### config.mk
export PLATFORM = sky130hd
export DESIGN_NAME = operand_stage
export DESIGN_NICKNAME = d
export VERILOG_FILES = /design/src/rtl/operand_stage_pkg.sv /design/src/rtl/reg_file.sv /design/src/rtl/operand_stage.sv
export SDC_FILE = /design/constraint.sdc
export NUM_CORES = 1
export LEC_CHECK = 0
export ABC_AREA = 0
export CAP_MARGIN = 20
export CELL_PAD_IN_SITES_DETAIL_PLACEMENT = 1
export CELL_PAD_IN_SITES_GLOBAL_PLACEMENT = 1
export CORE_AREA = 4 4 236 169
export CTS_CLUSTER_DIAMETER = 120
export DETAILED_ROUTE_END_ITERATION = 7
export DIE_AREA = 0 0 240 173
export DONT_BUFFER_PORTS = 1
export GPL_ROUTABILITY_DRIVEN = 1
export PLACE_DENSITY_LB_ADDON = 0.1
export SYNTH_ARGS = -nofsm -noshare
export SYNTH_HDL_FRONTEND = slang
export SYNTH_SLANG_ARGS = --single-unit
### constraint.sdc
create_clock -name In_CLK -period 2.75 [get_ports In_CLK]
set_clock_uncertainty 0.05 [all_clocks]
set_input_delay 0.4125 -clock In_CLK [delete_from_list [all_inputs] [get_ports In_CLK]]
set_output_delay 0.4125 -clock In_CLK [all_outputs]
set_load 0.005 [all_outputs]
### src/rtl/operand_stage_pkg.sv
// Shared widths and ALU op-code constants used by decode, operand fetch and the ALU.
package operand_stage_pkg;

  localparam int DATA_W     = 16;
  localparam int REG_ADDR_W = 4;

  localparam logic [3:0] ALU_ADD    = 4'b0000;
  localparam logic [3:0] ALU_SUB    = 4'b0001;
  localparam logic [3:0] ALU_AND    = 4'b0010;
  localparam logic [3:0] ALU_OR     = 4'b0011;
  localparam logic [3:0] ALU_XOR    = 4'b0100;
  localparam logic [3:0] ALU_NOR    = 4'b0101;
  localparam logic [3:0] ALU_SLT    = 4'b0110;
  localparam logic [3:0] ALU_SLTU   = 4'b0111;
  localparam logic [3:0] ALU_SLL    = 4'b1000;
  localparam logic [3:0] ALU_SRL    = 4'b1001;
  localparam logic [3:0] ALU_SRA    = 4'b1010;
  localparam logic [3:0] ALU_LUI    = 4'b1011;
  localparam logic [3:0] ALU_MUL    = 4'b1100;
  localparam logic [3:0] ALU_PASS_A = 4'b1101;
  localparam logic [3:0] ALU_PASS_B = 4'b1110;

endpackage

### src/rtl/reg_file.sv
// Register file: two combinational read ports with write-through bypass,
// one synchronous write port, register 0 hardwired to zero.
module reg_file #(
  parameter int DATA_W = 16,
  parameter int ADDR_W = 4
) (
  input  logic              clk,
  input  logic              srst,
  input  logic              wr_en,
  input  logic [ADDR_W-1:0] wr_addr,
  input  logic [DATA_W-1:0] wr_data,
  input  logic [ADDR_W-1:0] rd_addr_a,
  output logic [DATA_W-1:0] rd_data_a,
  input  logic [ADDR_W-1:0] rd_addr_b,
  output logic [DATA_W-1:0] rd_data_b
);

  localparam int DEPTH = 2 ** ADDR_W;

  logic [DATA_W-1:0] regs_reg [DEPTH];
  logic [ADDR_W-1:0] rd_addr  [2];
  logic [DATA_W-1:0] rd_data  [2];

  assign rd_addr[0] = rd_addr_a;
  assign rd_addr[1] = rd_addr_b;
  assign rd_data_a  = rd_data[0];
  assign rd_data_b  = rd_data[1];

  // Reset outranks the write port; entry 0 is never written so it stays zero.
  always_ff @(posedge clk) begin
    if (srst) begin
      for (int i = 0; i < DEPTH; i++) begin
        regs_reg[i] <= '0;
      end
    end else if (wr_en && (wr_addr != '0)) begin
      regs_reg[wr_addr] <= wr_data;
    end
  end

  generate
    for (genvar gi = 0; gi < 2; gi++) begin : g_rd_port
      assign rd_data[gi] = (rd_addr[gi] == '0) ? '0 :
                           (wr_en && (wr_addr == rd_addr[gi])) ? wr_data :
                           regs_reg[rd_addr[gi]];
    end
  endgenerate

endmodule

### src/rtl/operand_stage.sv
// Operand fetch stage: reads Rs/Rt (or immediate) and presents registered
// operands to the ALU behind a valid/ready handshake with flush.
module operand_stage #(
  parameter int DATA_W     = operand_stage_pkg::DATA_W,
  parameter int REG_ADDR_W = operand_stage_pkg::REG_ADDR_W
) (
  input  logic                  In_CLK,
  input  logic                  In_Reset,
  input  logic                  In_Valid,
  output logic                  Out_Ready,
  input  logic [REG_ADDR_W-1:0] In_RsAddr,
  input  logic [REG_ADDR_W-1:0] In_RtAddr,
  input  logic [DATA_W-1:0]     In_Imm,
  input  logic                  In_UseImm,
  input  logic [3:0]            In_ALUCtrl,
  input  logic                  In_WrEn,
  input  logic [REG_ADDR_W-1:0] In_WrAddr,
  input  logic [DATA_W-1:0]     In_WrData,
  input  logic                  In_Flush,
  output logic                  Out_Valid,
  input  logic                  In_Ready,
  output logic [DATA_W-1:0]     Out_A,
  output logic [DATA_W-1:0]     Out_B,
  output logic [3:0]            Out_ALUCtrl
);

  import operand_stage_pkg::*;

  logic              valid_reg, valid_next;
  logic [DATA_W-1:0] a_reg, a_next;
  logic [DATA_W-1:0] b_reg, b_next;
  logic [3:0]        ctrl_reg, ctrl_next;
  logic [DATA_W-1:0] rs_data, rt_data;
  logic              capture;

  reg_file #(
    .DATA_W (DATA_W),
    .ADDR_W (REG_ADDR_W)
  ) u_reg_file (
    .clk       (In_CLK),
    .srst      (In_Reset),
    .wr_en     (In_WrEn),
    .wr_addr   (In_WrAddr),
    .wr_data   (In_WrData),
    .rd_addr_a (In_RsAddr),
    .rd_data_a (rs_data),
    .rd_addr_b (In_RtAddr),
    .rd_data_b (rt_data)
  );

  assign Out_Ready = (!valid_reg || In_Ready) && !In_Flush;
  assign capture   = In_Valid && Out_Ready;

  // Flush forces Out_Ready low, so it both blocks capture and retires the held op.
  always_comb begin
    valid_next = valid_reg;
    a_next     = a_reg;
    b_next     = b_reg;
    ctrl_next  = ctrl_reg;
    if (capture) begin
      valid_next = 1'b1;
      a_next     = rs_data;
      b_next     = In_UseImm ? In_Imm : rt_data;
      ctrl_next  = In_ALUCtrl;
    end else if (In_Ready || In_Flush) begin
      valid_next = 1'b0;
    end
  end

  always_ff @(posedge In_CLK) begin
    if (In_Reset) begin
      valid_reg <= 1'b0;
      a_reg     <= '0;
      b_reg     <= '0;
      ctrl_reg  <= ALU_ADD;
    end else begin
      valid_reg <= valid_next;
      a_reg     <= a_next;
      b_reg     <= b_next;
      ctrl_reg  <= ctrl_next;
    end
  end

  assign Out_Valid   = valid_reg;
  assign Out_A       = a_reg;
  assign Out_B       = b_reg;
  assign Out_ALUCtrl = ctrl_reg;

endmodule

; ---- Word level (Yosys, flattened, before mapping)
; Memories as Yosys holds them, arrays and structs flattened.
; Index checks and enable logic that the tools add are counted.
[word_totals]
in_bits = 55
n_memories = 1
ram_bits = 256
regBits = 37
[classes]
reduce_logical = 14
eq_ne = 2
muxes = 15
[mem_list]
columns = name, depth, word_bits, rd, rd_clocked_by_memory_dff, wr, line_no
row1 = u_reg_file.regs_reg, 16, 16, 2, 0, 16, reg_file.sv:20  ; logic [DATA_W-1:0] regs_reg [DEPTH];
[ops]
columns = cell, count
row1 = $mux W16, 6
row2 = $reduce_or A16 Y1, 1
row3 = $eq A4 B4 Y1, 2
row4 = $logic_not A4 Y1, 2
row5 = $mux W1, 8
row6 = $logic_and A1 B1 Y1, 5
row7 = $mux W4, 1
row8 = $reduce_bool A4 Y1, 1
row9 = $logic_not A1 Y1, 2
row10 = $logic_or A1 B1 Y1, 2
row11 = $reduce_bool A2 Y1, 1

; ---- Longest topological paths before layout
[depth]
word_depth = 7
ltp_mapped = 9
depth_no_buf = 5

; ---- Cells and area by module
; From an unflattened synthesis, not the netlist that was laid out.
[unflattened]
cells_unflattened = 1219
area_unflattened_um2 = 15665.0
[by_module_without_submodules]
columns = module, seq_area_each_um2, cells_per_inst, instances, area_each_um2
row1 = reg_file, 7687.4, 1047, 1, 14101.0
row2 = operand_stage, 740.7, 172, 1, 1564.0

; ---- Worst setup path before layout
; Ideal clock, no wire load.
[synth_timing]
path_kind = input to register
startpoint = input port In_RtAddr[2]
endpoint = register b_reg[11], in the netlist Out_B[11]
arrival_time_ns = 1.951
path_buffers = 2
path_stages = 6
setup_slack_ns = 0.610
cell_sequence = buf_2 clkbuf_1 mux4_2 mux2_2 a2111oi_0 a2111oi_1
[synth_between]
elab_chain_cells = 5
elab_cells_between_ends = 7
classes_between = 1 x eq/ne / 3 x mux / 2 x reduce/logical / 1 x memory
[synth_lines]
columns = item, line_no
row1 = start: declaration, operand_stage.sv:12  ; input logic [REG_ADDR_W-1:0] In_RtAddr,
row2 = branches (longest 3 deep; another with $mem_v2 Z16 W16), --
row3 = $mux W16 *, reg_file.sv:42  ; assign rd_data[gi] = (rd_addr[gi] == '0) ? '0 :
row4 = $mux W16 *, operand_stage.sv:63  ; b_next = In_UseImm ? In_Imm : rt_data;
row5 = end signal: assignment, operand_stage.sv:79  ; b_reg <= b_next;
row6 = end: declaration, operand_stage.sv:31  ; logic [DATA_W-1:0] b_reg, b_next;
; Every way passes the cells marked *.
; A chain may end at the register's enable or synchronous reset.

==> results_dict.tcl <==
set metrics [dict create \
    p_leak_nw 6.20 \
    hold-path-endpoint "u_reg_file.regs_reg[12][3]" \
    grt_pass1_wl_um 79600 \
    final_cell_mix "edfxtp_1, and2_1, mux2i_1" \
    hold_class "in -> reg" \
    ff_latch_area_um2 8430 \
    async_reset_ff_share_pct 0 \
    syn_avg_cell_area_um2 13.1 \
    diodes 0 \
    track_usage_pct 26.5 \
    antenna_found_initial 2 \
    finalNonFillerCells 1711 \
    setup_viol 0 \
    hold_viol 0 \
    numCtsBuffers 34 \
    slew_violations 0 \
    startpoint_type "register" \
    totalPowerFinal_mw 10.9 \
    place_area_um2 16000 \
    postCtsSetupBuffers 0 \
    portBuffers 0 \
    critPathCaptureType "register" \
    cts_root_buffer "clkbuf_16" \
    cp_max_fo 2 \
    tightestPinTransition_ns 1.03 \
    cts_max_level 2 \
    via_count 10600 \
    hold_buffers 23 \
    start_util_pct 41.4 \
    relSlewSlack_pct 31.5 \
    antenna_left 0 \
    max-vdd-ir-drop_uv 385 \
    via_per_inst 6.22 \
    multi_input_area_um2 6740 \
    max_freq_ghz 0.468 \
    cts_tree "built" \
    dieArea_um2 41500 \
    r2r_cells 4 \
    area_delta_synth_final_pct 11.2 \
    power-per-cell-area_nw_per_um2 628 \
    ctsResizeCount 0 \
    crit_arrival_ns 2.47 \
    pin_count 93 \
    dr.pass1.iters 5 \
    final.fill_count 3867 \
    required_ns 3.08 \
    wl_per_cell_um 32.6 \
    gp_congestion 0.830 \
    clk_latency_ns 0.53 \
    grt_max_degree 99 \
    criticalPathCategory "reg -> reg" \
    final_common_cell "edfxtp_1" \
    die_w_um 240 \
    finalCritPeriodShare_pct 77.8 \
    drtIter0Drc 989 \
    fp-row-count 60 \
    syn_inst 1196 \
    clkTransAtPathRegs_ns 0.06 \
    synth_ff_type "edfxtp_1" \
    grt_overflow_total 0 \
    tns_ns 0 \
    die_h_um 173 \
    reg2reg_to "Out_B[8]" \
    layout-drive-gt1-share_pct 14.1 \
    dp.cells 1626 \
    place_hpwl_um 34200 \
    fin_crit_ns 2.14 \
    ys_ff_latch 293 \
    seq_area_frac_synth_pct 53.9 \
    coreArea_um2 37800 \
    maxCapViolations 0 \
    hold_depth 1 \
    yosysWarnings 0 \
    status "complete, no violations" \
    synth-edff-count 256 \
    cts_max_path_buffers 3 \
    reg2reg_slack_ns 0.61 \
    largest_reg_flops 256 \
    cts_sinks 293 \
    remaining_drc_errors 0 \
    design_area_um2 17400 \
    first_global_vias 11000 \
    netlist_area_um2 15600 \
    layout.nets 1244 \
    min_from "In_WrData[3]" \
    synthDistinctLibCells 44 \
    rsz0062_at_grt "no" \
    r2r_start "u_reg_file.regs_reg[15][8]" \
    routed_wl_um 55800 \
]
-- layout make-up --
type,count,area share [%]
inverters,1,0.0216
multi-input cells,806,38.7
clock inverters,9,0.568
well taps,496,3.57
flip-flops and latches,293,48.5
clock buffers,53,5.90
repair buffers,53,2.75
-- Yosys cell counts, types with 9 or more instances --
cell type	number	area, um^2
a2111oi_0	26	228
a211oi_1	16	120
a21boi_0	16	120
a21oi_1	53	265
a22oi_1	48	360
and2_1	242	1510
buf_2	20	100
buf_6	9	101
clkbuf_1	70	263
dfxtp_1	37	741
edfxtp_1	256	7690
mux2_2	15	169
mux2i_1	126	1260
mux4_1	11	289
mux4_2	55	1240
nand2_1	27	101
nor2_1	20	75.1
nor2b_1	21	131
o21ai_0	29	145
o22a_1	15	131
o31ai_1	16	120
or2_2	15	93.8
-- logic make-up after synthesis --
| family | synth area share [%] |
|---|---|
| AOI/OAI and AO/OA | 10.1 |
| xor gates and xnor gates | 0.448 |
| buffers and inverters | 3.57 |
| DFF | 53.9 |
| muxes | 18.9 |
| other | 0.0240 |
| and+or+nand+nor | 13.1 |
-- worst max path at each step --
stage	startpoint	cells after the start	slack (ns)	endpoint
5_1_grt	u_reg_file.regs_reg[10][6]	4	0.55	Out_B[6]
4_1_cts	u_reg_file.regs_reg[15][8]	4	0.66	Out_B[8]
3_5_place_dp	In_RtAddr[1]	5	0.32	Out_B[8]
2_1_floorplan	In_RtAddr[2]	6	0.61	Out_B[11]
6_report	u_reg_file.regs_reg[15][8]	4	0.61	Out_B[8]
3_3_place_gp	In_RtAddr[2]	5	0.37	Out_B[9]
-- metrics by stage --
step / util, % / hold slack, ns / worst slack (ns)
2_1_floorplan: - / 0.403 / 0.610
3_3_place_gp: 42.4 / 0.407 / 0.366
3_5_place_dp: 42.4 / 0.412 / 0.324
4_1_cts: 46.0 / 0.00282 / 0.656
5_1_grt: 46.0 / 0.0117 / 0.545
6_report: 46.0 / 0.0314 / 0.611
-- per-layer routing --
layer	part of all wire (%)	global-route usage, %
met5	0.023	0
met4	3.6	8.99
met3	6.9	4.62
met2	46	42.3
met1	43	37.0
-- worst max-delay path, cell delays in order (launching register included) --
cell and delay (ns):
edfxtp_1 0.41, mux4_2 0.48, mux2_2 0.33, a2111oi_0 0.55, a2111oi_0 0.17
-- power breakdown --
part / internal, mW / switching, mW / leakage [nW]
Sequential: 5.10 / 0.177 / 2.75
Combinational: 0.456 / 0.518 / 2.90
Clock: 2.76 / 1.91 / 0.546
Total: 8.32 / 2.60 / 6.20
(Power assumes the default switching activity.)
